### src/rtl/ps2_scan_controller.sv
// Host-side PS/2 keyboard receiver: oversampled frame capture, E0/F0 prefix folding, event FIFO.
// Optional odd-parity checking is enabled by defining PS2_PARITY_CHECK_EN.
module ps2_scan_controller #(
    parameter int unsigned FIFO_DEPTH     = 4,
    parameter int unsigned TIMEOUT_CYCLES = 50000,
    parameter int unsigned SYNC_STAGES    = 2
) (
    input  logic        clk,
    input  logic        rst_n,
    input  logic        ps2_clk,
    input  logic        ps2_data,
    input  logic        rd_en,
    input  logic        ovf_clr,
    output logic        evt_valid,
    output logic [15:0] evt_data,
    output logic        overflow,
    output logic        frame_err
);

    localparam int unsigned PW = $clog2(FIFO_DEPTH);
    localparam int unsigned TW = $clog2(TIMEOUT_CYCLES + 1);
    localparam logic [TW-1:0] TMax    = TW'(TIMEOUT_CYCLES - 1);
    localparam logic [TW-1:0] TOne    = 1;
    localparam logic [PW-1:0] PtrOne  = 1;
    localparam logic [PW:0]   CntOne  = 1;
    localparam logic [PW:0]   CntFull = (PW + 1)'(FIFO_DEPTH);

    localparam logic [1:0] StIdle   = 2'd0;
    localparam logic [1:0] StData   = 2'd1;
    localparam logic [1:0] StParity = 2'd2;
    localparam logic [1:0] StStop   = 2'd3;

    // Synchronisers reset high so the idle bus never looks like a falling edge.
    logic [SYNC_STAGES-1:0] clk_sync_q, dat_sync_q;
    logic                   prev_q, fall_q, bit_q;

    always_ff @(posedge clk or negedge rst_n) begin
        if (!rst_n) begin
            clk_sync_q <= '1;
            dat_sync_q <= '1;
            prev_q     <= 1'b1;
            fall_q     <= 1'b0;
            bit_q      <= 1'b1;
        end else begin
            clk_sync_q <= {clk_sync_q[SYNC_STAGES-2:0], ps2_clk};
            dat_sync_q <= {dat_sync_q[SYNC_STAGES-2:0], ps2_data};
            prev_q     <= clk_sync_q[SYNC_STAGES-1];
            fall_q     <= prev_q & ~clk_sync_q[SYNC_STAGES-1];
            bit_q      <= dat_sync_q[SYNC_STAGES-1];
        end
    end

    logic [1:0]    state_q, state_d;
    logic [2:0]    bitcnt_q, bitcnt_d;
    logic [7:0]    sr_q, sr_d;
    logic [7:0]    byte_q, byte_d;
    logic [TW-1:0] tcnt_q, tcnt_d;
    logic          strobe_q, strobe_d;
    logic          err_q, err_d;
    logic          frame_ok;
`ifdef PS2_PARITY_CHECK_EN
    logic          par_q, par_d;
`endif

    always_comb begin
        state_d  = state_q;
        bitcnt_d = bitcnt_q;
        sr_d     = sr_q;
        byte_d   = byte_q;
        tcnt_d   = tcnt_q;
        strobe_d = 1'b0;
        err_d    = 1'b0;
        frame_ok = 1'b0;
`ifdef PS2_PARITY_CHECK_EN
        par_d    = par_q;
`endif
        if (state_q == StIdle || fall_q) begin
            tcnt_d = '0;
        end else if (tcnt_q == TMax) begin
            state_d = StIdle;
            err_d   = 1'b1;
            tcnt_d  = '0;
        end else begin
            tcnt_d = tcnt_q + TOne;
        end

        if (fall_q) begin
            unique case (state_q)
                StIdle: begin
                    if (!bit_q) begin
                        state_d  = StData;
                        bitcnt_d = 3'd0;
                    end
                end
                StData: begin
                    sr_d[bitcnt_q] = bit_q;
                    if (bitcnt_q == 3'd7) begin
                        state_d = StParity;
                    end else begin
                        bitcnt_d = bitcnt_q + 3'd1;
                    end
                end
                StParity: begin
`ifdef PS2_PARITY_CHECK_EN
                    par_d = bit_q;
`endif
                    state_d = StStop;
                end
                StStop: begin
                    state_d = StIdle;
`ifdef PS2_PARITY_CHECK_EN
                    frame_ok = bit_q & (^{sr_q, par_q});
`else
                    frame_ok = bit_q;
`endif
                    if (frame_ok) begin
                        strobe_d = 1'b1;
                        byte_d   = sr_q;
                    end else begin
                        err_d = 1'b1;
                    end
                end
            endcase
        end
    end

    always_ff @(posedge clk or negedge rst_n) begin
        if (!rst_n) begin
            state_q  <= StIdle;
            bitcnt_q <= '0;
            sr_q     <= '0;
            byte_q   <= '0;
            tcnt_q   <= '0;
            strobe_q <= 1'b0;
            err_q    <= 1'b0;
`ifdef PS2_PARITY_CHECK_EN
            par_q    <= 1'b0;
`endif
        end else begin
            state_q  <= state_d;
            bitcnt_q <= bitcnt_d;
            sr_q     <= sr_d;
            byte_q   <= byte_d;
            tcnt_q   <= tcnt_d;
            strobe_q <= strobe_d;
            err_q    <= err_d;
`ifdef PS2_PARITY_CHECK_EN
            par_q    <= par_d;
`endif
        end
    end

    assign frame_err = err_q;

    // Prefix folding: E0/F0 only arm flags, any other byte becomes one event.
    logic        ext_q, ext_d, brk_q, brk_d, push;
    logic [15:0] push_evt;

    always_comb begin
        ext_d    = ext_q;
        brk_d    = brk_q;
        push     = 1'b0;
        push_evt = {brk_q, ext_q, 6'b0, byte_q};
        if (strobe_q) begin
            if (byte_q == 8'hE0) begin
                ext_d = 1'b1;
            end else if (byte_q == 8'hF0) begin
                brk_d = 1'b1;
            end else begin
                push  = 1'b1;
                ext_d = 1'b0;
                brk_d = 1'b0;
            end
        end
    end

    logic [15:0]   mem_q [FIFO_DEPTH];
    logic [PW-1:0] wr_ptr_q, rd_ptr_q;
    logic [PW:0]   cnt_q, cnt_d;
    logic          full, pop, wr, drop, ovf_q;

    assign full      = (cnt_q == CntFull);
    assign evt_valid = (cnt_q != '0);
    assign pop       = rd_en & evt_valid;
    assign wr        = push & (~full | pop);
    assign drop      = push & full & ~pop;
    assign evt_data  = evt_valid ? mem_q[rd_ptr_q] : 16'h0000;
    assign overflow  = ovf_q;

    always_comb begin
        cnt_d = cnt_q;
        unique case ({wr, pop})
            2'b10:   cnt_d = cnt_q + CntOne;
            2'b01:   cnt_d = cnt_q - CntOne;
            default: cnt_d = cnt_q;
        endcase
    end

    always_ff @(posedge clk) begin
        if (wr) mem_q[wr_ptr_q] <= push_evt;
    end

    always_ff @(posedge clk or negedge rst_n) begin
        if (!rst_n) begin
            ext_q    <= 1'b0;
            brk_q    <= 1'b0;
            wr_ptr_q <= '0;
            rd_ptr_q <= '0;
            cnt_q    <= '0;
            ovf_q    <= 1'b0;
        end else begin
            ext_q <= ext_d;
            brk_q <= brk_d;
            cnt_q <= cnt_d;
            if (wr)  wr_ptr_q <= wr_ptr_q + PtrOne;
            if (pop) rd_ptr_q <= rd_ptr_q + PtrOne;
            if (drop)         ovf_q <= 1'b1;
            else if (ovf_clr) ovf_q <= 1'b0;
        end
    end

endmodule

### config.mk
export PLATFORM = sky130hd
export DESIGN_NAME = ps2_scan_controller
export DESIGN_NICKNAME = d
export VERILOG_FILES = /design/src/rtl/ps2_scan_controller.sv
export SDC_FILE = /design/constraint.sdc
export NUM_CORES = 1
export LEC_CHECK = 0
export ABC_AREA = 0
export BUFFER_PORTS_ARGS = -buffer_cell sky130_fd_sc_hd__buf_4
export CAP_MARGIN = 5
export CORE_MARGIN = 2
export CORE_UTILIZATION = 60
export CTS_CLUSTER_DIAMETER = 40
export DETAILED_ROUTE_END_ITERATION = 8
export PLACE_DENSITY = 0.79
export SLEW_MARGIN = 15
export SYNTH_ARGS = -nofsm -noshare
export SYNTH_HDL_FRONTEND = slang
export SYNTH_SLANG_ARGS = --single-unit
### constraint.sdc
create_clock -name clk -period 6.65 [get_ports clk]
set_clock_uncertainty 0.05 [all_clocks]
set_input_delay 0.665 -clock clk [delete_from_list [all_inputs] [get_ports clk]]
set_output_delay 0.665 -clock clk [all_outputs]
set_load 0.02 [all_outputs]
==> qor_table.md <==
| Group | Metric | This run |
|:---|:---|:---|
| clocking | Clk pin slew, worst setup/hold paths | 90 ps |
| timing | Final Max Slew Viols | 0 |
| floorplanning | Starting density of the core | 62.0% |
| detailed routing | Sum of routed wire length over all layers | 6760 um |
| detailed routing | Via total after detailed routing | 2,482 |
| clocking | Worst skew pair latency | 350 ps |
| logic synthesis | Synthesized-area fraction occupied by and/or/nand/nor cells | 15.3% |
| timing | RSZ-0062 raised after global routing | false |
| timing | Minimum clock period after layout | 2760 ps |
| floorplanning | Die Y | 88.0 um |
| setup path | Delay of the slowest cell on the worst path | 780 ps |
| power and ir drop | Reg power frac | 52.9% |
| logic synthesis | Adder-cell area share of the yosys netlist | 2.54% |
| logic synthesis | Combinational family with the most area after synthesis | simple AND/OR/NAND/NOR gates |
| place | Dpl hpwl | 4500 um |
| setup path | Worst path top cell family by delay | flip-flops |
| setup path | Startpoint types | register |
| timing | Setup-failing EPs final | 0 |
| logic synthesis | Average cell area after synthesis | 12.8 um2 |
| timing | Max Freq | 362 MHz |
| status | Result of the run | complete, no violations |
| detailed routing | Wire length per cell after detailed routing | 15.1 um |
| power and ir drop | Switch Pwr | 0.427 mW |
| setup path | Critical-path cell with the highest stage delay | sky130_fd_sc_hd__dfrtp_1 |
| global routing | Wire length of the first global-routing pass | 11,400 um |
| floorplanning | Row count | 30 |
| finish | Post-synthesis to final-layout area growth | 9.42% |
| place | IO buf count | 18 |
| logic synthesis | Dominant cell by count in the synthesized netlist | sky130_fd_sc_hd__dfrtp_1 |
| clocking | Number of hold buffers added after cts | 0 |
| timing | Final period util | 41.5% |
| logic synthesis | Synthesis Warnings | 0 |
| logic synthesis | Library cell occupying the most area in the post-synthesis netlist | sky130_fd_sc_hd__dfrtp_1 |
| logic synthesis | Share of the synthesized area in compound gates (AO/OA/AOI/OAI) | 5.70% |
| detailed routing | DRT antenna net count | 0 |
| clocking | H-tree depth | 3 |
| logic synthesis | Async set-reset flop share out of synthesis | 58.3% |
| finish | Number of nets in the layout | 362 |
| floorplanning | Placeable core region | 6830 um2 |
| floorplanning | Floorplan die area | 7750 um2 |
| logic synthesis | Sequential-to-total area share from yosys stat | 61.6% |
| global routing | Maximum number of pins on one net before global-route repair | 57 |
| timing | Transition time of the tightest slew-check pin | 693 ps |
| run | # Max-Cap Violations | 0 |
| logic synthesis | Cell Area, Synth | 4240 um2 |
| power and ir drop | Share of total power consumed by net switching | 29.0% |
| global routing | Total congestion overflow after global routing | 0 |
| global routing | Aggregate global-route resource usage | 19.8% |
| timing | Min setup slack post-route | 3890 ps |
| power and ir drop | Part of the power in combinational logic | 19.2% |
| logic synthesis | Share of cell area taken by muxes after synthesis | 8.03% |
| power and ir drop | Leak pwr | 1.92 nW |
| setup path | Biggest fanout along the worst timing path | 12 |
| clocking | Buffer levels on the longest clock path | 2 |
| detailed routing | DRC marker count from the first detailed-route iteration | 171 |
| clocking | Root cell of the clock tree | sky130_fd_sc_hd__clkbuf_8 |
| clocking | TritonCTS clock tree | yes |
| setup path | Data arrival, critical path | 2040 ps |
| global routing | Number of antenna violations at the first check in global routing | 0 |
| logic synthesis | Portion of synthesized cell area occupied by the leading cell type | 29.5% |
| clocking | Clock buffers created by TritonCTS | 9 |
| floorplanning | Die W | 88.0 um |
| finish | Antenna cell count | 0 |
| clocking | Post_cts resized | 0 |
| clocking | Clock sink total | 96 |
| detailed routing | Routed via count divided by cell count | 5.53 |
| setup path | Required @ worst endpoint | 5930 ps |
| global routing | Via count of the first global-routing pass | 2,377 |
| hold path | Min-Delay Path Class | input pin to async pin |
| power and ir drop | Cell-internal power | 1.04 mW |
| place | Worst slack after detailed placement | 4130 ps |
| logic synthesis | Cells taking the most area after synthesis | sky130_fd_sc_hd__dfrtp_1, sky130_fd_sc_hd__edfxtp_1, sky130_fd_sc_hd__mux4_2, sky130_fd_sc_hd__dfstp_2, sky130_fd_sc_hd__nand2_1 |
| logic synthesis | Number of library cell types mapped by synthesis | 51 |
| detailed routing | Remaining design rule violation count | 0 |
| finish | Proportion of layout cells with a drive suffix above 1 | 17.8% |
| setup path | Worst setup EP type | output port |
| detailed routing | Detailed-routing iteration count for the pre-antenna-repair pass | 4 |
| logic synthesis | Count of flip-flops with a built-in enable after synthesis | 40 |
| timing | Final-report hold violation count | 0 |
| setup path | Ordered list of cells on the worst path | mux4_2 > and2_1 > buf_4 |
| logic synthesis | Gate count of the mapped netlist | 332 |
| logic synthesis | Dominant synthesized flop cell | sky130_fd_sc_hd__dfrtp_1 |
| place | Routability Congestion | 0.798 |
| timing | Max-slew headroom at the worst pin | 53.8% |
| logic synthesis | Synthesis-stage register bit count | 96 |
| clocking | Number of buffers inserted by post-CTS setup repair | 0 |
| power and ir drop | Peak supply drop | 0.000195 V |
| logic synthesis | Synth Area in XOR/XNOR | 3.51% |
| setup path | CP Class | register to output port |
| timing | Summed negative setup slack over all endpoints | 0 ps |
| power and ir drop | Power per unit of standard cell area | 317 nW/um2 |
| power and ir drop | Clock power share | 27.9% |
| setup path | WP buf/inv | 1 |
| logic synthesis | Synth cell count leaders | sky130_fd_sc_hd__dfrtp_1, sky130_fd_sc_hd__nand2_1, sky130_fd_sc_hd__edfxtp_1 |
| finish | Finished Core Util | 67.9% |
| floorplanning | Number of ports placed on the die boundary | 25 |
-- metal layers --
layer | track usage (%) | share of wire (%)
met5 | 0 | 0
met4 | 9.37 | 1.9
met3 | 3.77 | 3.0
met2 | 30.4 | 48
met1 | 27.6 | 47
-- worst paths after layout --
path,startpoint,to,slack (ps),cells after the start
max,rd_ptr_q[0],evt_data[1],3890,3
min reg2reg,dat_sync_q[1],bit_q,310,0
max reg2reg,cnt_q[1],cnt_q[1],4120,5
min in group clk,dat_sync_q[1],bit_q,310,0
min,rst_n,tcnt_q[6],290,1
max in group asynchronous,rst_n,rd_ptr_q[1],5790,1
-- per-stage QoR --
| step | std cells | area [um2] | power, mW | hold WS [ps] |
|---|---|---|---|---|
| final | 449 | 4640 | 1.47 | 293 |
| after global routing | 449 | 4640 | 1.55 | 315 |
| after CTS | 449 | 4640 | 1.48 | 312 |
| after detailed placement | 433 | 4420 | 1.07 | 297 |
| after global placement | 433 | 4420 | 1.06 | 298 |
| after floorplan | 337 | 4260 | 0.997 | 295 |
-- state kept, by name, indices dropped and copies added, names as in the netlist, 2 cells and up --
signal	cells
rd_ptr_q	2
clk_sync_q	2
sr_q	8
tcnt_q	16
byte_q	8
wr_ptr_q	2
cnt_q	3
bitcnt_q	3
dat_sync_q	2
mem_q	40
state_q	2
-- power by group through the flow --
stage	sequential (mW)	clock, mW	combinational, mW
2_1_floorplan	0.730	0	0.267
3_3_place_gp	0.786	0	0.272
3_5_place_dp	0.789	0	0.284
4_1_cts	0.776	0.421	0.286
5_1_grt	0.792	0.442	0.317
6_report	0.776	0.410	0.282
-- worst reg2reg max path, delay by kind of cell, from the launching register on --
family,cells,cell delay (ps)
AOI/OAI and AO/OA,2,660
adders and majority gates,1,460
and+or+nand+nor,2,790
DFF,1,450
-- layout make-up --
cell class,instances,area (um2)
flip-flops and latches,96,2610
fillers,521,2200
multi-input cells,212,1510
repair buffers,18,135
clock buffers,10,128
well taps,96,120
clock inverters,6,92.6
inverters,11,41.3
-- cells by family after synthesis --
kind of cell,count (synthesis)
and+or+nand+nor,128
DFF,96
AOI/OAI and AO/OA,33
buffers and inverters,29
muxes,20
xor gates and xnor gates,17
adders and majority gates,8
other,1
-- cell usage in the layout, fill, tap and decap left out, types with 2 or more instances in the layout --
master                       synthesis  routed
sky130_fd_sc_hd__buf_4               6      18
sky130_fd_sc_hd__a21oi_1             4       4
sky130_fd_sc_hd__o211ai_1            4       4
sky130_fd_sc_hd__nand4_1             8       8
sky130_fd_sc_hd__dfstp_2             6       6
sky130_fd_sc_hd__nor3b_1             2       2
sky130_fd_sc_hd__dfrtp_1            50      50
sky130_fd_sc_hd__xnor2_1            10      10
sky130_fd_sc_hd__nor2b_1             3       3
sky130_fd_sc_hd__and3_1              2       2
sky130_fd_sc_hd__a22o_1              3       3
sky130_fd_sc_hd__inv_1              10      10
sky130_fd_sc_hd__o32ai_1             2       2
sky130_fd_sc_hd__and4_1              3       3
sky130_fd_sc_hd__nor4_1              2       2
sky130_fd_sc_hd__mux4_2             10      10
sky130_fd_sc_hd__nand3_1             8       8
sky130_fd_sc_hd__mux2_2              7       7
sky130_fd_sc_hd__nand3b_1            3       3
sky130_fd_sc_hd__nor2_1             27      27
sky130_fd_sc_hd__nand2_1            41      41
sky130_fd_sc_hd__clkinvlp_4          0       2
sky130_fd_sc_hd__clkbuf_8            0       9
sky130_fd_sc_hd__conb_1              1       6
sky130_fd_sc_hd__and2_1             14      14
sky130_fd_sc_hd__nor3_1              5       5
sky130_fd_sc_hd__nor4bb_1            2       2
sky130_fd_sc_hd__o21ai_0            12      12
sky130_fd_sc_hd__edfxtp_1           40      40
sky130_fd_sc_hd__or3_1               3       3
sky130_fd_sc_hd__xor2_1              7       7
sky130_fd_sc_hd__bufinv_16           0       2
sky130_fd_sc_hd__ha_1                7       7
Note: power is estimated with default switching activity, not from simulation.
